File: src/rtl/apb_pkg.sv
`default_nettype none
// ============================================================================
// Module      : apb_pkg
// Description : Shared types and constants for the two-requester APB master.
//               Holds the bus-phase state encoding and default bus widths.
// Revision    : 1.0 - initial release
// ============================================================================
package apb_pkg;

  localparam int APB_ADDR_W = 4;
  localparam int APB_DATA_W = 32;

  // APB bus phase: IDLE (no transfer), SETUP (psel only), ACCESS (psel+penable)
  typedef enum logic [1:0] {
    ST_IDLE   = 2'd0,
    ST_SETUP  = 2'd1,
    ST_ACCESS = 2'd2
  } apb_state_t;

  // One-hot encoding of a requester index (0 -> 2'b01, 1 -> 2'b10)
  function automatic logic [1:0] onehot2(input logic idx);
    return idx ? 2'b10 : 2'b01;
  endfunction

endpackage
`default_nettype wire

File: src/rtl/rr_arbiter2.sv
`default_nettype none
// ============================================================================
// Module      : rr_arbiter2
// Description : Two-way round-robin arbiter. A lone eligible requester always
//               wins; on a tie the requester not granted last wins.
// Ports       : pclk, rst      - clock, synchronous active-high reset
//               eligible[1:0]  - requesters competing this cycle
//               update         - strobe: last_grant is being committed
//               last_grant[1:0]- one-hot grant being committed
//               grant[1:0]     - combinational one-hot grant (or zero)
// Revision    : 1.0 - initial release
// ============================================================================
module rr_arbiter2 (
  input  logic       pclk,
  input  logic       rst,
  input  logic [1:0] eligible,
  input  logic       update,
  input  logic [1:0] last_grant,
  output logic [1:0] grant
);

  // Index of the requester granted most recently. Reset to 1 so that
  // requester 0 wins the first tie.
  logic last_idx;

  always_ff @(posedge pclk) begin
    if (rst) begin
      last_idx <= 1'b1;
    end else if (update) begin
      // 2'b10 -> 1, 2'b01 -> 0, zero grant keeps history
      last_idx <= last_grant[1] | (~last_grant[0] & last_idx);
    end
  end

  always_comb begin
    grant = 2'b00;
    case (eligible)
      2'b01:   grant = 2'b01;
      2'b10:   grant = 2'b10;
      2'b11:   grant = last_idx ? 2'b01 : 2'b10;
      default: grant = 2'b00;
    endcase
  end

endmodule
`default_nettype wire

File: src/rtl/apb_arbiter_master.sv
`default_nettype none
// ============================================================================
// Module      : apb_arbiter_master
// Description : APB master shared by two requesters. Arbitrates round-robin,
//               runs one SETUP/ACCESS transfer per grant, returns a one-cycle
//               done pulse (with rdata/err) to the granted requester, and
//               aborts with err=1 after TIMEOUT consecutive wait cycles.
// Ports       : pclk, rst                 - clock, synchronous active-high rst
//               req/req_write[1:0]        - per-requester request/direction
//               req_addr/req_wdata        - per-requester command, packed
//               done[1:0], err, rdata     - completion pulse and result
//               psel/penable/pwrite/paddr/pwdata, pready/prdata - APB bus
// Revision    : 1.0 - initial release
// ============================================================================
module apb_arbiter_master
  import apb_pkg::*;
#(
  parameter int ADDR_W  = APB_ADDR_W,
  parameter int DATA_W  = APB_DATA_W,
  parameter int TIMEOUT = 16
) (
  input  logic                pclk,
  input  logic                rst,
  input  logic [1:0]          req,
  input  logic [1:0]          req_write,
  input  logic [2*ADDR_W-1:0] req_addr,
  input  logic [2*DATA_W-1:0] req_wdata,
  output logic [1:0]          done,
  output logic                err,
  output logic [DATA_W-1:0]   rdata,
  output logic                psel,
  output logic                penable,
  output logic                pwrite,
  output logic [ADDR_W-1:0]   paddr,
  output logic [DATA_W-1:0]   pwdata,
  input  logic                pready,
  input  logic [DATA_W-1:0]   prdata
);

  // Wait counter value on the last permitted low-pready ACCESS cycle
  localparam logic [7:0] TMO_LAST = 8'(TIMEOUT - 1);

  apb_state_t          state;
  apb_state_t          state_nxt;
  logic [1:0]          eligible;
  logic [1:0]          grant;
  logic                gidx;
  logic                start;
  logic                owner;
  logic [7:0]          wait_cnt;
  logic                timeout_hit;
  logic [ADDR_W-1:0]   sel_addr;
  logic [DATA_W-1:0]   sel_wdata;

  // A requester that is receiving done this cycle must not be re-granted
  // off its still-high req.
  assign eligible    = req & ~done;
  assign start       = (state == ST_IDLE) && (eligible != 2'b00);
  assign gidx        = grant[1];
  assign sel_addr    = gidx ? req_addr[2*ADDR_W-1:ADDR_W]  : req_addr[ADDR_W-1:0];
  assign sel_wdata   = gidx ? req_wdata[2*DATA_W-1:DATA_W] : req_wdata[DATA_W-1:0];
  assign timeout_hit = !pready && (wait_cnt == TMO_LAST);

  rr_arbiter2 u_arb (
    .pclk       (pclk),
    .rst        (rst),
    .eligible   (eligible),
    .update     (start),
    .last_grant (grant),
    .grant      (grant)
  );

  // State register
  always_ff @(posedge pclk) begin
    if (rst) begin
      state <= ST_IDLE;
    end else begin
      state <= state_nxt;
    end
  end

  // Next-state logic
  always_comb begin
    state_nxt = state;
    case (state)
      ST_IDLE:   if (start) state_nxt = ST_SETUP;
      ST_SETUP:  state_nxt = ST_ACCESS;   // pready ignored here
      ST_ACCESS: if (pready || timeout_hit) state_nxt = ST_IDLE;
      default:   state_nxt = ST_IDLE;
    endcase
  end

  // Bus phase outputs follow the state directly, so reset idles the bus
  // on the very next cycle.
  always_comb begin
    psel    = (state != ST_IDLE);
    penable = (state == ST_ACCESS);
  end

  // Command latch, wait counter and completion results
  always_ff @(posedge pclk) begin
    if (rst) begin
      done     <= 2'b00;
      err      <= 1'b0;
      rdata    <= '0;
      paddr    <= '0;
      pwrite   <= 1'b0;
      pwdata   <= '0;
      owner    <= 1'b0;
      wait_cnt <= '0;
    end else begin
      done <= 2'b00;
      err  <= 1'b0;
      case (state)
        ST_IDLE: begin
          // Requester inputs are captured only here; held through ACCESS
          if (start) begin
            paddr    <= sel_addr;
            pwrite   <= req_write[gidx];
            pwdata   <= sel_wdata;
            owner    <= gidx;
            wait_cnt <= '0;
          end
        end
        ST_ACCESS: begin
          if (pready) begin
            done <= onehot2(owner);
            if (!pwrite) rdata <= prdata;
          end else if (timeout_hit) begin
            done  <= onehot2(owner);
            err   <= 1'b1;
            rdata <= '0;
          end else begin
            wait_cnt <= wait_cnt + 8'd1;
          end
        end
        default: ;
      endcase
    end
  end

endmodule
`default_nettype wire
File: config.mk
export PLATFORM = sky130hd
export DESIGN_NAME = apb_arbiter_master
export DESIGN_NICKNAME = d
export VERILOG_FILES = /design/src/rtl/apb_pkg.sv /design/src/rtl/rr_arbiter2.sv /design/src/rtl/apb_arbiter_master.sv
export SDC_FILE = /design/constraint.sdc
export NUM_CORES = 1
export LEC_CHECK = 0
export CORE_UTILIZATION = 30
export DETAILED_ROUTE_END_ITERATION = 10
export GPL_TIMING_DRIVEN = 0
export PLACE_DENSITY = 0.63
export SYNTH_ARGS = -nofsm -noshare
export SYNTH_HDL_FRONTEND = slang
export SYNTH_SLANG_ARGS = --single-unit
File: constraint.sdc
create_clock -name pclk -period 2.71 [get_ports pclk]
set_clock_uncertainty 0.05 [all_clocks]
set_input_delay 0.542 -clock pclk [delete_from_list [all_inputs] [get_ports pclk]]
set_output_delay 0.542 -clock pclk [all_outputs]
set_load 0.01 [all_outputs]
==> results of run 1 <==
## final cells by class
class                           count  area [sq um]  area share
Timing Repair Buffer              183          1832      0.3304
Sequential cell                    84          1682      0.3033
Multi-Input combinational cell    207          1524      0.2749
Tap cell                          140         175.2     0.03160
Buffer                             26         142.6     0.02573
Clock buffer                       12         135.1     0.02437
Clock inverter                      4         50.05    0.009027
Inverter                            1         3.754   0.0006770
## metal layers
layer	vias up	track usage
met5	-	0
met4	0	0.06164
met3	10	0.05630
met2	140	0.2930
met1	1425	0.1925
li1	1564	-
## worst reg2reg max path: stages (launching register included)
cell and delay (ps):
dfxtp_1 370, or4_4 530, buf_6 150, o31ai_4 170, a21oi_2 140, buf_6 190, a22o_1 180
## cells by family after synthesis
family | count (synthesis) | share of synthesized area
fa+ha+maj | 1 | 0.003732
flops | 84 | 0.5017
simple gates | 78 | 0.1191
buf+inv | 27 | 0.04367
mux | 38 | 0.1135
xor+xnor | 1 | 0.002613
compound gates | 89 | 0.2158
## power breakdown
group	leakage, nW	switching, W	internal (W)
Sequential	0.688	0.0000494	0.00132
Clock	0.0866	0.000438	0.000426
Combinational	1.42	0.000293	0.000400
## how the worst min path moves through the flow
stage	start	slack (ps)	cells after the start	end
6_report	owner	420	1	done[0]
5_1_grt	rdata[26]	440	1	rdata[26]
4_1_cts	owner	420	1	done[0]
3_5_place_dp	owner	400	1	done[0]
3_3_place_gp	owner	390	1	done[0]
2_1_floorplan	owner	370	1	done[0]
## cell usage in the layout, fill, tap and decap left out, types with 3 or more instances in the layout
master | synthesis | routed
dfxtp_1 | 84 | 84
clkdlybuf4s50_1 | 0 | 183
buf_2 | 6 | 6
nand2_1 | 4 | 4
nor2b_1 | 3 | 3
a21oi_1 | 6 | 6
buf_1 | 5 | 5
a211oi_1 | 37 | 37
mux2i_1 | 38 | 38
buf_6 | 4 | 4
clkbuf_8 | 0 | 9
clkbuf_1 | 9 | 12
a22o_1 | 31 | 31
nor2_1 | 45 | 45
nand3_1 | 6 | 6
## registers in the layout, summed over array words and instances, names as in the netlist
register	cells
done	2
err	1
owner	1
paddr	4
pwdata	32
pwrite	1
rdata	32
state	2
u_arb.last_idx	1
wait_cnt	8
## stage by stage
step                      setup WS (ps)  cell area (sq um)
after detailed placement          105.3               5359
after CTS                         291.3               5544
final                             330.6               5544
after global placement            153.3               5359
after global routing              231.0               5544
after floorplan                   879.5               3352
## cells in the mapped netlist, drive strengths merged
cell type  instances  area [sq um]
xor2               1         8.760
o21ai              2         21.27
a22o              33         291.5
nor2              45         168.9
nand2b             2         12.51
a31oi              2         12.51
o211ai             1         7.510
a211oi            37         277.8
a211o              1         8.760
or3b               2         17.52
o2bb2ai            1         8.760
nand3              7         40.04
a21oi              7         38.79
nand4              1         6.260
a21bo              1         10.01
nor4               1         6.260
o31a               1         10.01
nor4b              1         8.760
nor3b              4         46.29
ha                 1         12.51
or2                1         6.260
and4               1         8.760
mux2i             38         380.4
nand3b             1         7.510
nor2b              3         18.77
nand4b             1         8.760
or4                1         11.26
dfxtp             84          1682
o31ai              2         28.78
nor3               2         10.01
inv                1         3.750
clkbuf             9         33.78
nand2              4         15.01
and3               1         6.260
o21a               1         7.510
buf               17         108.9
==> impl_metrics.prom, run 1 <==
# TYPE chip_impl_metric gauge
chip_impl_metric{name="stdcell_count",unit=""} 657
chip_impl_metric{name="setup_tns",unit="ps"} 0
chip_impl_metric{name="crit_required",unit="ps"} 2120
chip_impl_metric{name="worst_ir_drop_vdd",unit="mV"} 0.2153
chip_impl_metric{name="gp_congestion",unit=""} 0.7134
chip_impl_metric{name="yosysSeqAreaShare",unit=""} 0.5017
chip_impl_info{name="crit-reg2reg-launch",value="wait_cnt[4]"} 1
chip_impl_metric{name="row_count",unit=""} 38
chip_impl_info{name="cts_tree",value="yes"} 1
chip_impl_metric{name="synth_area_per_cell",unit="sq um"} 10.54
chip_impl_metric{name="drc",unit=""} 0
chip_impl_metric{name="place_inst",unit=""} 641
chip_impl_metric{name="cts.repair_timing.setup_buffer_count",unit=""} 0
chip_impl_metric{name="filler_cell_count",unit=""} 1032
chip_impl_info{name="maxUsedRoutingLayer",value="met4"} 1
chip_impl_metric{name="holdBufCountCts",unit=""} 0
chip_impl_metric{name="post_synth_instance_area",unit="sq um"} 3352
chip_impl_metric{name="cts_sinks",unit=""} 84
chip_impl_metric{name="grt_util_all_layers",unit=""} 0.1693
chip_impl_metric{name="global_route.overflow_total",unit=""} 0
chip_impl_metric{name="initial_utilization",unit=""} 0.3092
chip_impl_metric{name="grt_start_max_net_pins",unit=""} 14
chip_impl_info{name="critPathLaunchType",value="flop"} 1
chip_impl_metric{name="post-route-period-util",unit=""} 0.8780
chip_impl_metric{name="relSlewSlack",unit=""} 0.5887
chip_impl_metric{name="total_power",unit="W"} 0.002930
chip_impl_metric{name="min_period",unit="ps"} 2379
chip_impl_metric{name="synth_fp_nets",unit=""} 430
chip_impl_metric{name="met2RoutedLength",unit="um"} 4543
chip_impl_metric{name="fin_nets",unit=""} 624
chip_impl_metric{name="r2r_cells",unit=""} 6
chip_impl_metric{name="synthesis.instances",unit=""} 318
chip_impl_info{name="cp-end-kind",value="output port"} 1
chip_impl_info{name="path_class_of_the_lowest_slack_min_delay_path",value="flop to flop"} 1
chip_impl_metric{name="cp_slowest_stage_delay",unit="ps"} 630
chip_impl_info{name="grt_setup_unrepaired",value="no"} 1
chip_impl_metric{name="layout-area-overhead-vs-synth",unit="%"} 65.40
chip_impl_metric{name="wirelength_met1",unit="um"} 4226
chip_impl_metric{name="dr.first_iter.drc_count",unit=""} 152
chip_impl_metric{name="number_of_max_slew_violations_in_the_final_report",unit=""} 0
chip_impl_metric{name="clkLatencyLatePin",unit="ps"} 350
chip_impl_metric{name="critical_path_peak_fanout",unit=""} 5
chip_impl_metric{name="numCtsBuffers",unit=""} 9
chip_impl_metric{name="io-pin-count",unit=""} 185
chip_impl_metric{name="via_count_of_the_first_global_routing_pass",unit=""} 3088
chip_impl_metric{name="drt-pass1-iter-count",unit=""} 5
chip_impl_metric{name="antenna-diode-count",unit=""} 0
chip_impl_metric{name="remaining_antenna_violation_count",unit=""} 0
chip_impl_metric{name="die_area",unit="sq um"} 11600
chip_impl_info{name="status",value="finished clean"} 1
chip_impl_metric{name="post-route-util",unit=""} 0.5114
chip_impl_metric{name="hold-worst-slack",unit="ps"} 418.7
chip_impl_metric{name="avgViaCountPerCell",unit=""} 4.778
chip_impl_info{name="worstSetupStartpoint",value="state[1]"} 1
chip_impl_metric{name="number_of_antenna_violations_at_the_first_check_in_global_routing",unit=""} 0
chip_impl_metric{name="wl_per_cell",unit="um"} 15.04
chip_impl_metric{name="cts.clk_slew.worst_paths",unit="ps"} 90
chip_impl_metric{name="synth-warning-count",unit=""} 0
chip_impl_info{name="critical_path.top_delay_family",value="buffers and inverters"} 1
chip_impl_metric{name="dr_wl_met3",unit="um"} 990
chip_impl_metric{name="cts_buffer_depth",unit=""} 2
chip_impl_metric{name="cap_viol_max_count",unit=""} 0
chip_impl_metric{name="reg2reg_slack",unit="ps"} 810
chip_impl_info{name="worstSetupPathType",value="flop to output port"} 1
chip_impl_metric{name="worst-endpoint-arrival",unit="ps"} 1790
chip_impl_metric{name="detailedPlacementHpwl",unit="um"} 7632
chip_impl_metric{name="final-setup-viol-count",unit=""} 0
chip_impl_metric{name="port-buffer-count",unit=""} 183
chip_impl_metric{name="floorplan.core_area",unit="sq um"} 10840
chip_impl_info{name="root_buffer",value="clkbuf_8"} 1
chip_impl_info{name="timing.critical_path.cells",value="nor2b_1 > clkdlybuf4s50_1"} 1
chip_impl_metric{name="fp.dieW",unit="um"} 107.7
chip_impl_metric{name="die_height",unit="um"} 107.7
chip_impl_metric{name="number_of_stages_on_the_worst_setup_path",unit=""} 2
chip_impl_metric{name="synth.ff_latch_count",unit=""} 84
chip_impl_info{name="critical_path.reg2reg.endpoint",value="rdata[17]"} 1
chip_impl_metric{name="critical_path_buf_inv_count",unit=""} 1
chip_impl_metric{name="highest_attainable_clock_frequency",unit="MHz"} 420.3
chip_impl_metric{name="grt_first_pass_wirelength",unit="um"} 15260
chip_impl_metric{name="hold_viol_final",unit=""} 0
chip_impl_metric{name="cts-htree-levels",unit=""} 3
chip_impl_metric{name="post_cts_resized",unit=""} 0
chip_impl_metric{name="vias",unit=""} 3139
chip_impl_info{name="crit_path_top_delay_cell",value="clkdlybuf4s50_1"} 1
chip_impl_metric{name="p_leak",unit="nW"} 2.190
chip_impl_metric{name="max_slew.worst_pin.slew",unit="ps"} 612.8
chip_impl_metric{name="powerDensity",unit="nW/um^2"} 528.6
chip_impl_info{name="timing.critical_path.to",value="penable"} 1
chip_impl_metric{name="final_layout_size_suffix_gt1_frac",unit=""} 0.07157
chip_impl_metric{name="route.final.wire_length",unit="um"} 9884
chip_impl_metric{name="synthDistinctLibCells",unit=""} 46
Note: power is estimated with default switching activity, not from simulation.
==> run 2: changes to the inputs <==
Settings changed: CORE_ASPECT_RATIO set to 0.6, REMOVE_ABC_BUFFERS set to 1.
==> run 2 against run 1 <==
The run now ends with DRC left. Global-route usage up 0.066 points. Routed wire length fell by 4.3%. Worst hold slack got worse by 17 ps. Via count is 4.5% lower. Cell area rose by 1.1%. Setup slack got worse by 42 ps. Critical path type unchanged. Critical endpoint unchanged. Largest power group unchanged.
==> impl_metrics.prom, run 2 (synthesis results as in run 1) <==
# TYPE chip_impl_metric gauge
chip_impl_metric{name="port-buffer-count",unit=""} 184
chip_impl_metric{name="grt_start_max_net_pins",unit=""} 47
chip_impl_info{name="critPathLaunchType",value="flop"} 1
chip_impl_metric{name="highest_attainable_clock_frequency",unit="MHz"} 413.0
chip_impl_metric{name="stdcell_count",unit=""} 634
chip_impl_metric{name="number_of_max_slew_violations_in_the_final_report",unit=""} 0
chip_impl_metric{name="dr.first_iter.drc_count",unit=""} 121
chip_impl_metric{name="numCtsBuffers",unit=""} 9
chip_impl_metric{name="cts-htree-levels",unit=""} 3
chip_impl_metric{name="drc",unit=""} 10
chip_impl_metric{name="antenna-diode-count",unit=""} 0
chip_impl_info{name="mostFrequentLayoutCell",value="clkdlybuf4s50_1"} 1
chip_impl_metric{name="global_route.overflow_total",unit=""} 0
chip_impl_metric{name="via_count_of_the_first_global_routing_pass",unit=""} 3004
chip_impl_metric{name="place_ws",unit="ps"} -300.1
chip_impl_metric{name="row_count",unit=""} 29
chip_impl_metric{name="hold_viol_final",unit=""} 0
chip_impl_metric{name="avgViaCountPerCell",unit=""} 4.727
chip_impl_metric{name="min_period",unit="ps"} 2421
chip_impl_metric{name="clkLatencyLatePin",unit="ps"} 330
chip_impl_metric{name="postLayoutSetupSlackWorst",unit="ps"} 288.9
chip_impl_metric{name="floorplan.core_area",unit="sq um"} 10700
chip_impl_metric{name="powerDensity",unit="nW/um^2"} 594.4
chip_impl_metric{name="relSlewSlack",unit=""} 0.4336
chip_impl_metric{name="fp.dieW",unit="um"} 138.5
chip_impl_metric{name="worst_ir_drop_vdd",unit="mV"} 0.3802
chip_impl_metric{name="remaining_antenna_violation_count",unit=""} 0
chip_impl_metric{name="place_inst",unit=""} 618
chip_impl_info{name="worstSetupPathType",value="flop to output port"} 1
chip_impl_metric{name="filler_cell_count",unit=""} 929
chip_impl_metric{name="post-route-period-util",unit=""} 0.8934
chip_impl_metric{name="fin_nets",unit=""} 602
chip_impl_metric{name="die_area",unit="sq um"} 11610
chip_impl_info{name="path_class_of_the_lowest_slack_min_delay_path",value="flop to flop"} 1
chip_impl_metric{name="post-route-util",unit=""} 0.5234
chip_impl_metric{name="worst-endpoint-arrival",unit="ps"} 1830
chip_impl_metric{name="critical_path_peak_fanout",unit=""} 5
chip_impl_metric{name="grt_util_all_layers",unit=""} 0.1700
chip_impl_metric{name="cts_buffer_depth",unit=""} 2
chip_impl_info{name="final_cell_mix",value="clkdlybuf4s50_1 (183), dfxtp_1 (84), nor2_1 (44), mux2i_1 (38), a211oi_1 (37)"} 1
chip_impl_metric{name="initial_utilization",unit=""} 0.3132
chip_impl_metric{name="cts_sinks",unit=""} 84
chip_impl_info{name="status",value="finished, violations left"} 1
chip_impl_metric{name="cap_viol_max_count",unit=""} 0
chip_impl_metric{name="p_leak",unit="nW"} 2.211
chip_impl_metric{name="number_of_antenna_violations_at_the_first_check_in_global_routing",unit=""} 0
chip_impl_metric{name="grt_first_pass_wirelength",unit="um"} 15430
chip_impl_metric{name="route.final.wire_length",unit="um"} 9457
chip_impl_info{name="leading_registers_by_flop_count",value="pwdata (32), rdata (32), wait_cnt (8)"} 1
chip_impl_metric{name="die_height",unit="um"} 83.88
chip_impl_metric{name="layout-area-overhead-vs-synth",unit="%"} 67.15
chip_impl_metric{name="max_slew.worst_pin.slew",unit="ps"} 847.7
chip_impl_metric{name="io-pin-count",unit=""} 185
chip_impl_metric{name="crit_required",unit="ps"} 2120
chip_impl_metric{name="final-setup-viol-count",unit=""} 0
chip_impl_metric{name="drt-pass1-iter-count",unit=""} 7
chip_impl_metric{name="vias",unit=""} 2997
chip_impl_info{name="failed_checks",value="DRC"} 1
chip_impl_info{name="cp-end-kind",value="output port"} 1
chip_impl_info{name="cts_tree",value="yes"} 1
chip_impl_metric{name="cts.clk_slew.worst_paths",unit="ps"} 60
chip_impl_metric{name="gp_congestion",unit=""} 0.7381
chip_impl_metric{name="detailedPlacementHpwl",unit="um"} 6982
chip_impl_info{name="grt_setup_unrepaired",value="no"} 1
chip_impl_metric{name="wl_per_cell",unit="um"} 14.92
chip_impl_info{name="root_buffer",value="clkbuf_16"} 1
chip_impl_metric{name="final_layout_size_suffix_gt1_frac",unit=""} 0.06263
chip_impl_metric{name="total_power",unit="W"} 0.003330
-- run 2: worst paths after layout --
check | from | to | slack [ps] | cells after the start
max | state[1] | penable | 290 | 2
max reg2reg | wait_cnt[0] | rdata[30] | 750 | 5
min | owner | done[0] | 400 | 1
min reg2reg | owner | done[0] | 400 | 1
-- run 2: power by group --
group | internal, W | switching [W] | total (W)
clock | 0.000808 | 0.000471 | 0.00128
combinational | 0.000396 | 0.000284 | 0.000680
sequential | 0.00133 | 0.0000467 | 0.00137
total | 0.00253 | 0.000801 | 0.00333
-- run 2: routing by layer --
layer / GRT usage / up-vias / share of wire
met5: 0 / - / 0
met4: 0.03984 / 0 / 0.0051
met3: 0.07344 / 8 / 0.076
met2: 0.2492 / 86 / 0.42
met1: 0.2280 / 1378 / 0.50
li1: - / 1525 / -
-- run 2: metrics by stage --
step	area, sq um	TNS (ps)	hold slack [ps]
6_report	5603	0	401.4
5_1_grt	5603	0	421.1
4_1_cts	5589	0	402.7
3_5_place_dp	5279	-16010	391.3
3_3_place_gp	5225	-113550	384.1
2_1_floorplan	3209	0	366.3
-- run 2: critical path: stages (launching register included) --
cell	delay (ps)
dfxtp_1	350
nor2b_1	500
clkdlybuf4s50_1	650
-- run 2: what timing repair did --
item                       in CTS  in global routing
buffers inserted                0                  0
resized for setup               0                  1
setup endpoints to repair       0                 24
hold buffers                    0                  0
-- run 2: cell type report --
type	count	area [sq um]	share of cell area
timing repair buffer	187	1892	0.3377
sequential	84	1682	0.3001
multi-input combinational	207	1541	0.2751
clock buffer	12	236.5	0.04221
tap	139	173.9	0.03104
clock inverter	4	73.82	0.01318
inverter	1	3.754	0.0006699
